<file path="config.mk">
export PLATFORM = sky130hd
export DESIGN_NAME = cmd_frame_builder
export DESIGN_NICKNAME = d
export VERILOG_FILES = /design/src/rtl/cmd_frame_builder.sv
export SDC_FILE = /design/constraint.sdc
export NUM_CORES = 1
export LEC_CHECK = 0
export CAP_MARGIN = 0
export CORE_UTILIZATION = 40
export DETAILED_ROUTE_END_ITERATION = 7
export GPL_TIMING_DRIVEN = 0
export SLEW_MARGIN = 5
export SYNTH_ARGS = -nofsm -noshare
export SYNTH_HDL_FRONTEND = slang
export SYNTH_SLANG_ARGS = --single-unit
export TNS_END_PERCENT = 20
</file>
<file path="constraint.sdc">
create_clock -name sd_clock -period 2.95 [get_ports sd_clock]
set_clock_uncertainty 0.05 [all_clocks]
set_input_delay 0.59 -clock sd_clock [delete_from_list [all_inputs] [get_ports sd_clock]]
set_output_delay 0.59 -clock sd_clock [all_outputs]
set_load 0.01 [all_outputs]
</file>
<file path="src/rtl/cmd_frame_builder.sv">
// cmd_frame_builder: builds the 48-bit SD command frame with a bit-serial CRC7,
// hands it to the CMD-line serializer and reports completion or send timeout.
module cmd_frame_builder #(
    parameter int FRAME_W      = 48,
    parameter int SEND_TIMEOUT = 64
) (
    input  logic               sd_clock,
    input  logic               reset,
    input  logic               new_command,
    input  logic [5:0]         cmd_index,
    input  logic [31:0]        cmd_argument,
    output logic [FRAME_W-1:0] frame,
    output logic               ser_enable,
    output logic               ser_load_send,
    input  logic               ser_complete,
    output logic               busy,
    output logic               cmd_sent,
    output logic               cmd_timeout
);
    localparam int TW = $clog2(SEND_TIMEOUT);

    typedef enum logic [2:0] {IDLE, CRC, LOAD, SEND, DONE, ABORT} state_t;

    state_t             state_q, state_d;
    logic [39:0]        hdr_q, hdr_d;
    logic [6:0]         crc_q, crc_d, crc_nxt;
    logic [5:0]         bit_cnt_q, bit_cnt_d;
    logic [TW-1:0]      timer_q, timer_d;
    logic [FRAME_W-1:0] frame_q, frame_d;
    logic               ser_enable_q, ser_enable_d;
    logic               ser_load_send_q, ser_load_send_d;
    logic               busy_q, busy_d;
    logic               cmd_sent_q, cmd_sent_d;
    logic               cmd_timeout_q, cmd_timeout_d;
    logic               fb;

    always_comb begin
        state_d   = state_q;
        hdr_d     = hdr_q;
        crc_d     = crc_q;
        bit_cnt_d = bit_cnt_q;
        timer_d   = timer_q;
        frame_d   = frame_q;
        fb        = hdr_q[6'd39 - bit_cnt_q] ^ crc_q[6];
        crc_nxt   = {crc_q[5:3], crc_q[2] ^ fb, crc_q[1:0], fb};
        case (state_q)
            IDLE: begin
                if (new_command) begin
                    hdr_d     = {2'b01, cmd_index, cmd_argument};
                    crc_d     = '0;
                    bit_cnt_d = '0;
                    state_d   = CRC;
                end
            end
            CRC: begin
                crc_d     = crc_nxt;
                bit_cnt_d = bit_cnt_q + 6'd1;
                // Last header bit: the frame takes the CRC including this bit.
                if (bit_cnt_q == 6'd39) begin
                    frame_d = {hdr_q, crc_nxt, 1'b1};
                    state_d = LOAD;
                end
            end
            LOAD: begin
                timer_d = '0;
                state_d = SEND;
            end
            SEND: begin
                if (ser_complete)
                    state_d = DONE;
                else if (timer_q == TW'(SEND_TIMEOUT - 1))
                    state_d = ABORT;
                else
                    timer_d = timer_q + 1'b1;
            end
            DONE:    state_d = IDLE;
            ABORT:   state_d = IDLE;
            default: state_d = IDLE;
        endcase
        ser_enable_d    = state_d == LOAD;
        ser_load_send_d = state_d == SEND;
        busy_d          = state_d != IDLE;
        cmd_sent_d      = state_d == DONE;
        cmd_timeout_d   = state_d == ABORT;
    end

    always_ff @(posedge sd_clock) begin
        if (!reset) begin
            state_q         <= IDLE;
            hdr_q           <= '0;
            crc_q           <= '0;
            bit_cnt_q       <= '0;
            timer_q         <= '0;
            frame_q         <= '0;
            ser_enable_q    <= 1'b0;
            ser_load_send_q <= 1'b0;
            busy_q          <= 1'b0;
            cmd_sent_q      <= 1'b0;
            cmd_timeout_q   <= 1'b0;
        end else begin
            state_q         <= state_d;
            hdr_q           <= hdr_d;
            crc_q           <= crc_d;
            bit_cnt_q       <= bit_cnt_d;
            timer_q         <= timer_d;
            frame_q         <= frame_d;
            ser_enable_q    <= ser_enable_d;
            ser_load_send_q <= ser_load_send_d;
            busy_q          <= busy_d;
            cmd_sent_q      <= cmd_sent_d;
            cmd_timeout_q   <= cmd_timeout_d;
        end
    end

    assign frame         = frame_q;
    assign ser_enable    = ser_enable_q;
    assign ser_load_send = ser_load_send_q;
    assign busy          = busy_q;
    assign cmd_sent      = cmd_sent_q;
    assign cmd_timeout   = cmd_timeout_q;
endmodule

</file>
==> key figures <==
Timing
  – Worst Tran Pin Value: 0.774 ns
  – Shortest period the worst path allows: 2.63 ns
  – Final Max Slew Viols: 0
  – Final Setup Violations: 0
  – Final setup margin: 0.321 ns
  – Unrepaired setup endpoints after global routing: no
  – Hold Violations, Final: 0
  – Tcrit/Tclk final: about 89%
  – Slew headroom: between 40% and 50%
  – TNS Setup: 0 ns
  – Fmax: ~380 MHz

Route
  – Average wire per standard cell: between 10 and 15 um
  – Final wirelength: 11,700 um
  – Starting DRT DRC Count: 173
  – ANT nets after route: 0
  – 1st-pass router iterations: 4
  – DR vias: 3,985
  – DR DRC count: 0
  – Vias per cell: just under 5

Logic synthesis
  – Primary FF master, synth: dfxtp_1
  – Mapped Nets: 588
  – Seq/Total Area, Yosys: between 40% and 50%
  – Synthesized cell area: about 0.0047 mm2
  – Yosys Warn Count: 0
  – Top-count cell post-synth: nand2_1
  – Async set or reset register ratio after synthesis: 0%
  – Top cell type's share of synthesized area: 47.8%
  – Avg Inst Size Synth: 8.72 um2
  – Flop and latch count out of synthesis: 113
  – Synth Instances: between 500 and 600
  – Count of cell types in the netlist: 44
  – Leading area contributor after synthesis: dfxtp_1
  – Synth cell count leaders: nand2_1 (176), dfxtp_1 (113), a21boi_0 (83), clkbuf_1 (30), nor2b_1 (14)
  – Top post-synthesis cells by area: dfxtp_1 (48%), nand2_1 (14%), a21boi_0 (13%)
  – EDFF count, synth: 0

Floorplan
  – Full die area: 0.0123 mm2
  – IO Count: 95
  – Chip width: 111 um
  – Cell row count: 39
  – Core Area: 0.0115 mm2
  – Initial Util: between 40% and 50%
  – Die Ht: between 100 and 150 um

Global route
  – Overall global routing resource usage: 20.2%
  – Initial antenna violation count: 0
  – Number of global-route vias before repair: 3,953
  – First-pass GRT wire length: ~20,000 um
  – Total grt overflow: 0
  – Largest net degree at the start of global routing: 17

Run status
  – Outcome: finished, final reports clean

Hold path
  – Hold Path Cell Cnt: 2
  – HP Start: frame[11]$_SDFFE_PN0P_
  – Hold Path Class: flop to flop
  – Hold endpoint: frame[11]$_SDFFE_PN0P_

Power and ir drop
  – Switching Power: 0.000860 W
  – Net Sw Frac: a little over a fifth
  – Combinational Power Share: ~5.7%
  – Clock share of power: 54.9%
  – Leak Pwr: roughly 2.3 nW
  – VDD IR-drop max: 0.300 mV
  – Internal power: 0.00317 W
  – Pwr Density: 623 mW/mm2
  – Sequential Power Share: between 30% and 40%

Final layout
  – Syn-to-layout area delta: 36.9%
  – Final net count: 699
  – Layout cells sized above 1: 7.51%
  – Diode count: 0

Worst setup path
  – Most used cell, CP: clkbuf_1
  – RR Endpoint: frame[4]$_SDFFE_PN0P_
  – R2R cell count: 7
  – CP required: 3.23 ns
  – Worst path max stage delay: 0.66 ns
  – R2R Path Start: bit_cnt_q[0]$_SDFFE_PN0P_
  – R2R Setup Slk: 0.46 ns
  – Worst setup EP type: flop
  – Crit Path Max Fanout: 10
  – Crit path DAT: between 2 and 3 ns
  – CP cell instances: clkdlybuf4s50_1 > nor4b_1 > clkbuf_1 > clkbuf_1 > nand2_1 > a21boi_0
  – Worst setup path class: input pin to flop
  – Worst path slowest cell: nor4b_1
  – Critical path launch point type: input pin

Placement
  – Global placer's final weighted congestion: 0.767
  – I/O Buffers: 92
  – Detailed Place HPWL: 8370 um
  – Pre-CTS setup slack: -0.154 ns

CTS
  – Setup bufs post-CTS: 0
  – Post_cts resized: 0
  – H-tree Lvls: 4
  – Worst skew pair latency: between 0.4 and 0.5 ns
  – Root buffer cell: clkbuf_16
  – CTS Buf Count: 17
  – CTS Sinks: 113
  – Clk buf depth: 2
  – CTS tree: yes
  – Hold Buf Count CTS: 0
  – Reg clk slew, reported paths: 0.05 ns

Flow run
  – Max Cap Viol: 0
[layer usage]
metal  track usage, %  wire length (um)
met4             8.44               168
met5                0                 0
met1             25.8              5730
met2             31.3              5330
met3             6.34               525
[critical path, delay by kind of cell]
| kind | cells | cell delay, ns |
|---|---|---|
| AO/OA/AOI/OAI | 1 | 0.16 |
| AND/OR/NAND/NOR | 2 | 0.76 |
| buffers and inverters | 3 | 1.39 |
[logic make-up (layout without fill, tap and decap cells)]
group / count (synthesis) / count (layout) / synth area share (%)
xor gates and xnor gates: 7 / 7 / 1.61
DFF: 113 / 113 / 47.8
buffers and inverters: 45 / 169 / 4.21
muxes: 16 / 16 / 4.71
adders and majority gates: 4 / 4 / 1.06
other: 1 / 1 / 0.0793
and+or+nand+nor: 238 / 238 / 21.6
AOI/OAI and AO/OA: 118 / 118 / 18.9
[power by group through the flow]
stage	Combinational [W]	Clock, W	Sequential (W)
global route	0.000254	0.00233	0.00159
CTS	0.000233	0.00225	0.00159
global placement	0.000229	0	0.00162
finish	0.000231	0.00221	0.00159
detailed placement	0.000231	0	0.00162
floorplan	0.000131	0	0.00161
[area by class of cell]
cell class                      count  area [um2]
Clock buffer                       18         429
Buffer                             40         180
Sequential cell                   113        2260
Multi-Input combinational cell    384        2270
Tap cell                          143         179
Inverter                            5        18.8
Timing Repair Buffer               92         921
Fill cell                        1057        5000
Clock inverter                     14         214
[worst max path at each step]
stage	start	end	slack, ns	cells after the start
global placement	new_command	hdr_q[22]$_SDFFE_PN0P_	-0.17	6
finish	new_command	hdr_q[19]$_SDFFE_PN0P_	0.32	6
CTS	new_command	hdr_q[21]$_SDFFE_PN0P_	0.28	6
global route	new_command	hdr_q[21]$_SDFFE_PN0P_	0.14	6
detailed placement	new_command	hdr_q[21]$_SDFFE_PN0P_	-0.15	6
floorplan	bit_cnt_q[3]$_SDFFE_PN0P_	frame[4]$_SDFFE_PN0P_	0.85	8
[cells in the final DEF, fill, tap and decap left out, types with 5 or more instances in the layout]
master / netlist / routed
nand2_1: 176 / 176
dfxtp_1: 113 / 113
clkdlybuf4s50_1: 0 / 92
a21boi_0: 83 / 83
clkbuf_1: 30 / 31
clkbuf_16: 0 / 17
nor2b_1: 14 / 14
nor2_1: 12 / 12
and2_1: 9 / 9
mux2i_1: 8 / 8
nand3_1: 7 / 7
o21ai_0: 7 / 7
buf_2: 6 / 6
and3_1: 6 / 6
a22oi_1: 6 / 6
inv_1: 5 / 5
xor2_1: 5 / 5
bufinv_16: 0 / 5
[per-stage QoR]
step / cell area, um2 / instances / total power (W) / util, % / hold slack (ns)
5_1_grt: 6470 / 809 / 0.00418 / 56.4 / 0.434
4_1_cts: 6470 / 809 / 0.00407 / 56.4 / 0.414
2_1_floorplan: 4730 / 542 / 0.00174 / - / 0.399
3_5_place_dp: 5830 / 777 / 0.00185 / 50.8 / 0.407
6_report: 6470 / 809 / 0.00403 / 56.4 / 0.413
3_3_place_gp: 5830 / 777 / 0.00185 / 50.8 / 0.401
[registers in the layout, indices dropped and copies added (netlist names)]
signal         cells
cmd_sent           1
state_q            3
bit_cnt_q          6
hdr_q             39
crc_q              7
cmd_timeout        1
timer_q            6
frame             47
busy               1
ser_enable         1
ser_load_send      1
(Power assumes the default switching activity.)
==> variant (config.mk and constraints unchanged) <==
Put one more register stage on the output `cmd_timeout`, without a reset. The value now appears one clock later. The other outputs are not delayed to match.
--- a/src/rtl/cmd_frame_builder.sv
+++ b/src/rtl/cmd_frame_builder.sv
@@ -119,3 +119,5 @@
     assign cmd_sent      = cmd_sent_q;
-    assign cmd_timeout   = cmd_timeout_q;
+    always_ff @(posedge sd_clock) begin
+        cmd_timeout <= cmd_timeout_q;
+    end
 endmodule
Check against the original RTL: no difference found for any inputs over 10 cycles, from zero or initial values and one cycle with reset low; that may be too few to reach the edited logic, so the function may still have changed.
==> variant against the original RTL <==
  * The run now ends with design-rule violations left
  * Power rose by 1.8%
  * Synthesized area increased by 0.42%
  * Critical path depth did not move
  * Clock power increased by 3%
  * Routed wire length shrank 0.72%
  * Setup slack worse by 0.11 ns
  * Sequential cell count is 1 higher
  * Via count grew 0.23%
  * Design area rose by 0.58%
  * Register-to-register slack worse by 0.06 ns
  * Largest cell class is now registers
==> variant: results (changes against the original RTL) <==
- Status: finished with violations
- Failing checks: design-rule violations
- Total Routed Length: 11700 um (-0.72%)
- DR pass1 iterations: 6 (+2)
- # DRC: 10 (+10)
- GR Util met3: 5.41% (-0.93 points)
- Placed Area: 5850 um2 (+0.34%)
- Worst-path clk slew: 0.05 ns (about the same)
- Post-Place Worst Slack: -0.200 ns (-0.0456 ns)
- WL met1: 5600 um (-2.3%)
- Synth Instances: 543 (+0.18%)
- Dpl hpwl: 8410 um (+0.46%)
- Post-Synthesis Cell Area: 4750 um2 (+0.42%)
- GR Util met2: 32.2% (+0.94 points)
- Hold depth: 0 (-2)
- Final Non-Filler Cells: 810 (+0.12%)
- Gr usage total: 20.2% (+0.029 points)
- GR Util met1: 26.2% (+0.38 points)
- CP peak stage delay: 0.72 ns (+0.06 ns)
- Min-delay worst type: reg2reg
- Pwr Density: 631 nW/um2 (+1.2%)
- Initial DRC Count: 270 (+56%)
- FF+latch count, synth: 114 (+0.88%)
- Family with the most delay on the worst path: buffers and inverters
- Post-synth top cells: 176 x nand2_1, 114 x dfxtp_1, 83 x a21boi_0
- First-pass GRT wire length: 19700 um (+0.74%)
- Nets: 700 (+0.14%)
- Internal: 3.23 mW (+1.9%)
- Share of cells above drive strength 1: 7.65% (+0.14 points)
- Area contributors post-synth: dfxtp_1 48%, nand2_1 14%, a21boi_0 13%, clkbuf_1 2.4%, nor2b_1 1.8%
- Vias: 3994 (+0.23%)
- Metal2 WL: 5450 um (+2.4%)
- Arrival time of the worst setup path: 3.01 ns (+0.10 ns)
- Mapped Nets: 589 (+0.17%)
- Post-placement cell count: 778 (+0.13%)
- Slew @ Worst Pin: 0.850 ns (+0.0760 ns)
- FILL cells: 1069 (+1.1%)
- Worst VDD drop: 0.308 mV (+2.6%)
- Final GP Congestion: 0.817 (+6.6%)
- Worst Reg-to-Reg Cells: 6 (-1)
- Post-synthesis sequential area ratio: 48.1% (+0.22 points)
- Leak pwr: 2.33 nW (+0.58%)
variant: changes by cell type after synthesis, sizes merged:
cell	before	now
dfxtp	113	114
variant: final cells by class:
class | instances | share of cell area, %
buffer | 40 | 2.77
clock buffer | 19 | 6.96
clock inverter | 13 | 3.19
inverter | 5 | 0.288
multi-input combinational | 384 | 34.8
sequential | 114 | 35.1
tap | 143 | 2.75
timing repair buffer | 92 | 14.1
variant: worst paths after layout:
kind / start / endpoint / slack (ns)
worst max register to register: state_q[0] / hdr_q[19] / 0.40
worst max-delay path: new_command / hdr_q[19] / 0.21
worst min-delay path: cmd_timeout_q / cmd_timeout / 0.28
worst min register to register: cmd_timeout_q / cmd_timeout / 0.28
variant: worst register-to-register path, stage by stage (launching register included):
cell and delay, ns:
dfxtp_1 0.31, clkbuf_1 0.20, nor4b_1 0.75, clkbuf_1 0.46, clkbuf_1 0.41, nand2_1 0.10
a21boi_0 0.20
variant: power groups by stage:
stage / clock [mW] / combinational, mW / sequential (mW)
floorplan: 0 / 0.131 / 1.63
global placement: 0 / 0.229 / 1.63
detailed placement: 0 / 0.230 / 1.63
CTS: 2.31 / 0.231 / 1.60
global route: 2.39 / 0.254 / 1.61
finish: 2.27 / 0.230 / 1.60
variant: cells by family (layout without fill, tap and decap cells):
family | count (synthesis) | after routing | synth area share (%)
and+or+nand+nor | 238 | 238 | 21.5
muxes | 16 | 16 | 4.69
buffers and inverters | 45 | 169 | 4.19
AOI/OAI and AO/OA | 118 | 118 | 18.8
DFF | 114 | 114 | 48.1
adders and majority gates | 4 | 4 | 1.05
xor gates and xnor gates | 7 | 7 | 1.61
other | 1 | 1 | 0.0790
